[config.mk]
export PLATFORM = sky130hd
export DESIGN_NAME = frame_rx
export DESIGN_NICKNAME = d
export VERILOG_FILES = /design/src/rtl/frame_pkg.sv /design/src/rtl/sync_2ff.sv /design/src/rtl/frame_rx.sv
export SDC_FILE = /design/constraint.sdc
export NUM_CORES = 1
export LEC_CHECK = 0
export BUFFER_PORTS_ARGS = -buffer_cell sky130_fd_sc_hd__clkbuf_2
export CORE_MARGIN = 4
export CORE_UTILIZATION = 62
export CTS_BUF_LIST = sky130_fd_sc_hd__clkbuf_8 sky130_fd_sc_hd__clkbuf_16
export DETAILED_ROUTE_END_ITERATION = 6
export PLACE_DENSITY = 0.91
export RECOVER_POWER = 25
export SLEW_MARGIN = 20
export SYNTH_ARGS = -nofsm -noshare
export SYNTH_HDL_FRONTEND = slang
export SYNTH_SLANG_ARGS = --single-unit
[constraint.sdc]
create_clock -name clk_i -period 4.5 [get_ports clk_i]
set_clock_uncertainty 0.15 [all_clocks]
set_input_delay 0.225 -clock clk_i [delete_from_list [all_inputs] [get_ports clk_i]]
set_output_delay 0.225 -clock clk_i [all_outputs]
set_load 0.03 [all_outputs]
[src/rtl/frame_pkg.sv]
// rtl/frame_pkg.sv - shared frame link types, default widths and field helper
// Shared by the frame receiver and the frame transmitter.
//   FRAME_DATA_W  : default frame payload width
//   FRAME_FIELD_W : default field width
//   NUM_FIELDS    : fields per frame
//   rx_state_t    : receiver FSM states
//   get_field()   : extracts field k from a frame word
package frame_pkg;

    localparam int FRAME_DATA_W  = 27;
    localparam int FRAME_FIELD_W = 9;
    localparam int NUM_FIELDS    = FRAME_DATA_W / FRAME_FIELD_W;

    typedef enum logic [2:0] {
        ST_IDLE,
        ST_START,
        ST_DATA,
        ST_STOP,
        ST_WAIT_IDLE
    } rx_state_t;

    function automatic logic [FRAME_FIELD_W-1:0] get_field(
        input logic [FRAME_DATA_W-1:0] word,
        input int                      k
    );
        return word[k*FRAME_FIELD_W +: FRAME_FIELD_W];
    endfunction

endpackage

[src/rtl/sync_2ff.sv]
// rtl/sync_2ff.sv - two-flop synchronizer with configurable reset value
// Ports:
//   clk_i : destination clock
//   rst_i : asynchronous active-low reset, loads RST_VAL into both flops
//   d_i   : asynchronous input
//   q_o   : synchronized output
module sync_2ff #(
    parameter logic RST_VAL = 1'b1
) (
    input  logic clk_i,
    input  logic rst_i,
    input  logic d_i,
    output logic q_o
);

    logic [1:0] sync_q;

    always_ff @(posedge clk_i or negedge rst_i) begin
        if (!rst_i) begin
            sync_q <= {2{RST_VAL}};
        end else begin
            sync_q <= {sync_q[0], d_i};
        end
    end

    assign q_o = sync_q[1];

endmodule

[src/rtl/frame_rx.sv]
// rtl/frame_rx.sv - serial frame receiver (start, DATA_W bits LSB first, stop)
// Ports:
//   clk_i       : system clock, rising edge
//   rst_i       : asynchronous active-low reset
//   rx_i        : serial line, idle high, asynchronous to clk_i
//   data_o      : last good frame; field k = data_o[k*FIELD_W +: FIELD_W]
//   done_o      : one-cycle pulse, data_o just updated with a good frame
//   frame_err_o : one-cycle pulse, stop bit sampled low
//   busy_o      : high whenever the FSM is not idle
module frame_rx
    import frame_pkg::*;
#(
    parameter int DATA_W       = FRAME_DATA_W,
    parameter int FIELD_W      = FRAME_FIELD_W,
    parameter int CLKS_PER_BIT = 4
) (
    input  logic              clk_i,
    input  logic              rst_i,
    input  logic              rx_i,
    output logic [DATA_W-1:0] data_o,
    output logic              done_o,
    output logic              frame_err_o,
    output logic              busy_o
);

    localparam int TMR_W = (CLKS_PER_BIT > 1) ? $clog2(CLKS_PER_BIT) : 1;
    localparam int BIT_W = $clog2(DATA_W);

    localparam logic [TMR_W-1:0] TMR_HALF = TMR_W'(CLKS_PER_BIT/2 - 1);
    localparam logic [TMR_W-1:0] TMR_LAST = TMR_W'(CLKS_PER_BIT - 1);
    localparam logic [BIT_W-1:0] BIT_LAST = BIT_W'(DATA_W - 1);

    logic rx_s;

    rx_state_t         state_q,   state_d;
    logic [TMR_W-1:0]  timer_q,   timer_d;
    logic [BIT_W-1:0]  bit_cnt_q, bit_cnt_d;
    logic [DATA_W-1:0] shift_q,   shift_d;
    logic [DATA_W-1:0] data_q,    data_d;
    logic              done_q,    done_d;
    logic              err_q,     err_d;

    sync_2ff #(
        .RST_VAL (1'b1)
    ) u_sync (
        .clk_i (clk_i),
        .rst_i (rst_i),
        .d_i   (rx_i),
        .q_o   (rx_s)
    );

    always_ff @(posedge clk_i or negedge rst_i) begin
        if (!rst_i) begin
            state_q   <= ST_IDLE;
            timer_q   <= '0;
            bit_cnt_q <= '0;
            shift_q   <= '0;
            data_q    <= '0;
            done_q    <= 1'b0;
            err_q     <= 1'b0;
        end else begin
            state_q   <= state_d;
            timer_q   <= timer_d;
            bit_cnt_q <= bit_cnt_d;
            shift_q   <= shift_d;
            data_q    <= data_d;
            done_q    <= done_d;
            err_q     <= err_d;
        end
    end

    always_comb begin
        state_d   = state_q;
        timer_d   = timer_q;
        bit_cnt_d = bit_cnt_q;
        shift_d   = shift_q;
        data_d    = data_q;
        done_d    = 1'b0;
        err_d     = 1'b0;

        unique case (state_q)
            ST_IDLE: begin
                if (!rx_s) begin
                    state_d = ST_START;
                    timer_d = '0;
                end
            end

            // Re-check the line at mid start bit so a short low glitch is
            // dropped without disturbing the outputs.
            ST_START: begin
                if (timer_q == TMR_HALF) begin
                    if (!rx_s) begin
                        state_d   = ST_DATA;
                        timer_d   = '0;
                        bit_cnt_d = '0;
                    end else begin
                        state_d = ST_IDLE;
                    end
                end else begin
                    timer_d = timer_q + TMR_W'(1);
                end
            end

            // Timer was zeroed at mid start bit, so each wrap lands mid-bit.
            // Bits arrive LSB first and are shifted in from the top.
            ST_DATA: begin
                if (timer_q == TMR_LAST) begin
                    timer_d = '0;
                    shift_d = {rx_s, shift_q[DATA_W-1:1]};
                    if (bit_cnt_q == BIT_LAST) begin
                        state_d = ST_STOP;
                    end else begin
                        bit_cnt_d = bit_cnt_q + BIT_W'(1);
                    end
                end else begin
                    timer_d = timer_q + TMR_W'(1);
                end
            end

            ST_STOP: begin
                if (timer_q == TMR_LAST) begin
                    timer_d = '0;
                    if (rx_s) begin
                        data_d  = shift_q;
                        done_d  = 1'b1;
                        state_d = ST_IDLE;
                    end else begin
                        err_d   = 1'b1;
                        state_d = ST_WAIT_IDLE;
                    end
                end else begin
                    timer_d = timer_q + TMR_W'(1);
                end
            end

            // A held-low line must not be mistaken for a new start bit.
            ST_WAIT_IDLE: begin
                if (rx_s) begin
                    state_d = ST_IDLE;
                end
            end

            default: begin
                state_d = ST_IDLE;
            end
        endcase
    end

    assign data_o      = data_q;
    assign done_o      = done_q;
    assign frame_err_o = err_q;
    assign busy_o      = (state_q != ST_IDLE);

endmodule

# Yosys cells after proc, flatten, opt, wreduce, memory -nomap -nowiden
# Cells that the tools add are included.
[totals] word_cells=58 regBits=68
[op_classes] n_addsub=2 eq_ne=15 n_mux=24 n_reduce_logical=9
[op_table] operator="2-to-1 mux 3 bit" n=7
[op_table] operator="2-to-1 mux 5 bit" n=4
[op_table] operator="one-hot mux 3 bit (5 select lines)" n=1
[op_table] operator="inequality test 2 bit, second input constant" n=7
[op_table] operator="one-hot mux 5 bit (2 select lines)" n=1
[op_table] operator="2-to-1 mux 2 bit" n=4
[op_table] operator="equality test 3 x 2 -> 1 bit, second input constant" n=2
[op_table] operator="2-to-1 mux 1 bit" n=6
[op_table] operator="one-hot mux 2 bit (3 select lines)" n=1
[op_table] operator="AND reduction 6 bit" n=1
[op_table] operator="nonzero test 3 bit" n=2
[op_table] operator="adder 5 x 1 -> 5 bit, second input constant" n=1
[op_table] operator="equality test 5 bit, second input constant" n=1
[op_table] operator="AND reduction 5 bit" n=1
[op_table] operator="equality test 3 x 1 -> 1 bit, second input constant" n=1
[op_table] operator="equality test 3 bit, second input constant" n=1
[op_table] operator="zero test 3 bit" n=1
[op_table] operator="AND reduction 3 bit" n=1
[op_table] operator="adder 2 x 1 -> 2 bit, second input constant" n=1
[op_table] operator="equality test 2 x 1 -> 1 bit, second input constant" n=1
[op_table] operator="equality test 2 bit, second input constant" n=1
[op_table] operator="inequality test 2 x 1 -> 1 bit, second input constant" n=1
[op_table] operator="AND reduction 2 bit" n=1
[op_table] operator="nonzero test 2 bit" n=1
[op_table] operator="OR reduction 2 bit" n=1

# Longest topological paths before layout
[depth] depth_word=4 mapped_depth=7 ltp_nobuf=5

# Hierarchy
# A second synthesis with hierarchy kept.
[hier_totals] cells_unflattened=185 hier_area_um2=2842.7
[modules_own_cells] mod="frame_rx" instances=1 area_per_inst_um2=2790.2 cells_each=183 seq_area_each_um2=1651.6
[modules_own_cells] mod="sync_2ff" instances=1 area_per_inst_um2=52.6 cells_each=2 seq_area_each_um2=52.6

# Least setup slack after synthesis
# Ideal clock, no wire load.
[synth_timing] path_kind="register -> register" startpoint="reg timer_q[0]" endpoint="reg bit_cnt_q[0]" path_slack_ns=2.724 required_time_ns=4.232 arrival_time_ns=1.508 path_stages_with_launch=8 cell_sequence="dfrtp_1 > ha_1 > buf_2 > and4bb_1 > buf_4 > buf_6 > and3_1 > a21o_1"
[synth_via] elab_chain_len=3 elab_cells_between_ends=5
[synth_rtl] item="from (decl)" line="frame_rx.sv:36" rtl="logic [TMR_W-1:0] timer_q, timer_d;"
[synth_rtl] item="from (signal assigned)" line="frame_rx.sv:63" rtl="timer_q <= timer_d;"
[synth_rtl] item="equality test 2 bit / equality test 2 x 1 -> 1 bit (equally long branches)" line="frame_rx.sv:108, frame_rx.sv:92"
[synth_rtl] item="inequality test 2 bit (no source line)"
[synth_rtl] item="AND reduction 5 bit (no source line) *"
[synth_rtl] item="to (signal assigned)" line="frame_rx.sv:64" rtl="bit_cnt_q <= bit_cnt_d;"
[synth_rtl] item="to (decl)" line="frame_rx.sv:37" rtl="logic [BIT_W-1:0] bit_cnt_q, bit_cnt_d;"
# Mark *: on every way between the ends. The rest lies on a longest branch, timed or not.
# A chain may end at the register's enable or synchronous reset.

# Worst setup path after layout
[layout_timing] startpoint="reg state_q[2]" endpoint="reg data_q[7] (netlist: data_o[7])"
[layout_via] elab_chain_len=2
[layout_rtl] item="from (decl)" line="frame_rx.sv:35" rtl="rx_state_t state_q, state_d;"
[layout_rtl] item="from (signal assigned)" line="frame_rx.sv:62" rtl="state_q <= state_d;"
[layout_rtl] item="equality test 3 x 2 -> 1 bit" line="frame_rx.sv:81" rtl="unique case (state_q)"
[layout_rtl] item="AND reduction 3 bit (no source line)"
[layout_rtl] item="to (signal assigned)" line="frame_rx.sv:66" rtl="data_q <= data_d;"
[layout_rtl] item="to (decl)" line="frame_rx.sv:39" rtl="logic [DATA_W-1:0] data_q, data_d;"
# No other way between the ends.

==> flow_summary.json <==
{
  "status": "finished, violations left",
  "violations": "max-capacitance violations, max-slew violations",
  "cts-root-buf": "clkbuf_8",
  "areaGrowthSynthToFinish_pct": 10.4,
  "routed_wl_mm": 4.77,
  "num_rows": 24,
  "power_frac_clock_pct": 30.3,
  "end_kind": "flop",
  "yosys.area.top_type_share_pct": 57.4,
  "fmax_ghz": 0.456,
  "worstSetupPathType": "flop to flop",
  "portBuffers": 32,
  "cp_top_family": "simple AND/OR/NAND/NOR gates",
  "synthTopCellsByCount": "dfrtp_1 (66), mux2_1 (27), mux2_4 (19), mux2_2 (8), inv_1 (6)",
  "maxSlewHeadroom_pct": -5.96,
  "synth_flop_cell": "dfrtp_1",
  "p_per_area_mw_per_mm2": 440,
  "synth_largest_area_cell": "dfrtp_1",
  "synth_nets": 198,
  "path_clk_slew_ns": 0.07,
  "grt_pass1_vias": 1749,
  "ys_seq_area_share_pct": 59.3,
  "grt_pass1_wl_mm": 8.54,
  "vias": 1607,
  "syn_area_sq_mm": 0.00288,
  "core_sq_mm": 0.00441,
  "synth_most_common_cell": "dfrtp_1",
  "rsz0062_at_grt": "no",
  "grt_max_degree": 69,
  "final_cell_area_sq_mm": 0.00317,
  "hp-class": "flop to flop",
  "drt-initial-drc-count": 80,
  "cp_max_fo": 28,
  "synth_area_leaders": "dfrtp_1 (57%), mux2_1 (11%), mux2_4 (9.9%), mux2_2 (3.1%), ha_1 (2.2%)",
  "cts_buffer_depth": 2,
  "p_seq_share_pct": 52.0,
  "power.leakage_nw": 1.67,
  "period_needed_ns": 2.19,
  "n_antenna_cell": 0,
  "final_nets": 234,
  "synth.distinct_cells": 33,
  "period_share_pct": 48.7,
  "arrival_ns": 2.26,
  "fin_tns_setup_ns": 0,
  "worstPathRequired_ns": 4.56,
  "p_int_uw": 988,
  "cap_violations": 1,
  "power_frac_comb_pct": 17.7,
  "cts_sinks": 68,
  "num_io_pins": 33,
  "switchingPower_uw": 410,
  "tightest_slew_ns": 1.59,
  "place_area_sq_mm": 0.00303,
  "insertion_delay_ns": 0.33,
  "dp_hpwl_mm": 3.05,
  "worst_ir_drop_vdd_mv": 0.241,
  "drc": 0,
  "routed_via_density": 5.70,
  "switching_share_pct": 29.3,
  "initial_core_util_pct": 65.1,
  "syn_inst": 190,
  "overflow": 0,
  "grt.total_usage_pct": 18.6,
  "cp-start-kind": "flop",
  "synth-seq-cells": 68,
  "cts-htree-levels": 3,
  "postCtsResizedCells": 0,
  "routedWlPerCell_um": 16.9,
  "antenna_found_initial": 0,
  "gp_congestion": 0.746,
  "hold_slack_ns": 0.206,
  "avgSynthCellArea_sq_um": 15.1,
  "path_cells": "and2b_1, nand4_4, mux2_4",
  "synth_edf_count": 0,
  "cp_slowest_cell": "nand4_4",
  "drtAntennaViolNets": 0,
  "cts_tree": "yes",
  "ys_warn_count": 0,
  "worst-path-buf-inv": 0,
  "dieArea_sq_mm": 0.00579,
  "final-setup-viol-count": 0,
  "drtPass1Iterations": 4,
  "slew_viol_final": 69,
  "fp.dieW_um": 76.1,
  "hold_viol": 0,
  "slowest_delay_ns": 0.58,
  "die_h_um": 76.1,
  "fill_cells": 322,
  "synth-async-reset-ratio_pct": 100,
  "cts_buffers": 9,
  "drive_gt1_share_pct": 21.3
}
==> kinds of logic (layout without fill, tap and decap cells) <==
kind of cell,after synthesis,count (layout),share of synthesized area (%)
adder cells (fa/ha/maj),5,5,2.18
AO/OA/AOI/OAI,17,17,4.22
buffers and inverters,17,57,3.92
multiplexers,57,57,24.7
AND/OR/NAND/NOR,26,26,5.74
flip-flops,68,68,59.3
==> metrics by stage <==
| stage | instances | setup WS (ns) | util [%] | power, mW |
|---|---|---|---|---|
| 2_1_floorplan | 190 | 2.72 | - | 0.926 |
| 3_3_place_gp | 265 | 2.41 | 68.5 | 0.967 |
| 3_5_place_dp | 265 | 2.34 | 68.5 | 0.987 |
| 4_1_cts | 282 | 2.33 | 72.8 | 1.42 |
| 5_1_grt | 282 | 2.18 | 71.9 | 1.48 |
| 6_report | 282 | 2.31 | 71.9 | 1.40 |
==> layer usage <==
metal / part of all wire (%) / vias up / wire length [um] / GRT usage, %
li1: - / 743 / - / -
met1: 44 / 812 / 2090 / 23.4
met2: 49 / 39 / 2350 / 28.6
met3: 4.4 / 13 / 210 / 5.91
met4: 2.6 / 0 / 125 / 10.3
met5: 0 / - / 0 / 0
==> flip-flops by register name (all words and copies together), names as in the netlist <==
register,flops
data_o,27
shift_q,27
bit_cnt_q,5
state_q,3
timer_q,2
u_sync.sync_q,2
done_o,1
frame_err_o,1
==> placed cells by master (no fill, tap or decap), types with 4 or more instances in the layout <==
cell type,count
dfrtp_1,66
nor2b_1,4
mux2_4,19
inv_1,8
mux2_1,27
nor2_1,5
clkbuf_1,29
ha_1,5
clkbuf_8,11
mux2_2,8
==> path summary, 6_finish.rpt <==
path / from / to / slack (ns) / depth (start not counted)
max in group asynchronous: rst_i / state_q[1]$_DFFE_PN0P_ / 2.50 / 3
max reg2reg: state_q[2]$_DFFE_PN0P_ / data_o[7]$_DFFE_PN0P_ / 2.31 / 3
min in group asynchronous: rst_i / shift_q[0]$_DFFE_PN0P_ / 0.76 / 3
min reg2reg: u_sync.sync_q[0]$_DFF_PN1_ / u_sync.sync_q[1]$_DFF_PN1_ / 0.21 / 0
max: state_q[2]$_DFFE_PN0P_ / data_o[7]$_DFFE_PN0P_ / 2.31 / 3
min: u_sync.sync_q[0]$_DFF_PN1_ / u_sync.sync_q[1]$_DFF_PN1_ / 0.21 / 0
==> power by group through the flow <==
stage | Clock, mW | Combinational, mW | Sequential (mW)
finish | 0.423 | 0.247 | 0.727
global route | 0.470 | 0.278 | 0.737
CTS | 0.437 | 0.253 | 0.726
detailed placement | 0 | 0.250 | 0.736
global placement | 0 | 0.236 | 0.731
floorplan | 0 | 0.214 | 0.712
==> layout make-up <==
cell class | instances | area (sq um) | share of cell area (%)
tap | 52 | 65.1 | 2.05
timing repair buffer | 36 | 156 | 4.93
clock inverter | 4 | 17.5 | 0.552
multi-input combinational | 105 | 1060 | 33.3
clock buffer | 11 | 151 | 4.77
sequential | 68 | 1700 | 53.7
inverter | 6 | 22.5 | 0.710
==> repair_timing <==
| action | 4_1_cts | 5_1_grt |
|---|---|---|
| buffers inserted | 0 | 0 |
| hold buffers | 2 | 0 |
| endpoints found under the hold margin | 67 | 0 |
(Power assumes the default switching activity.)
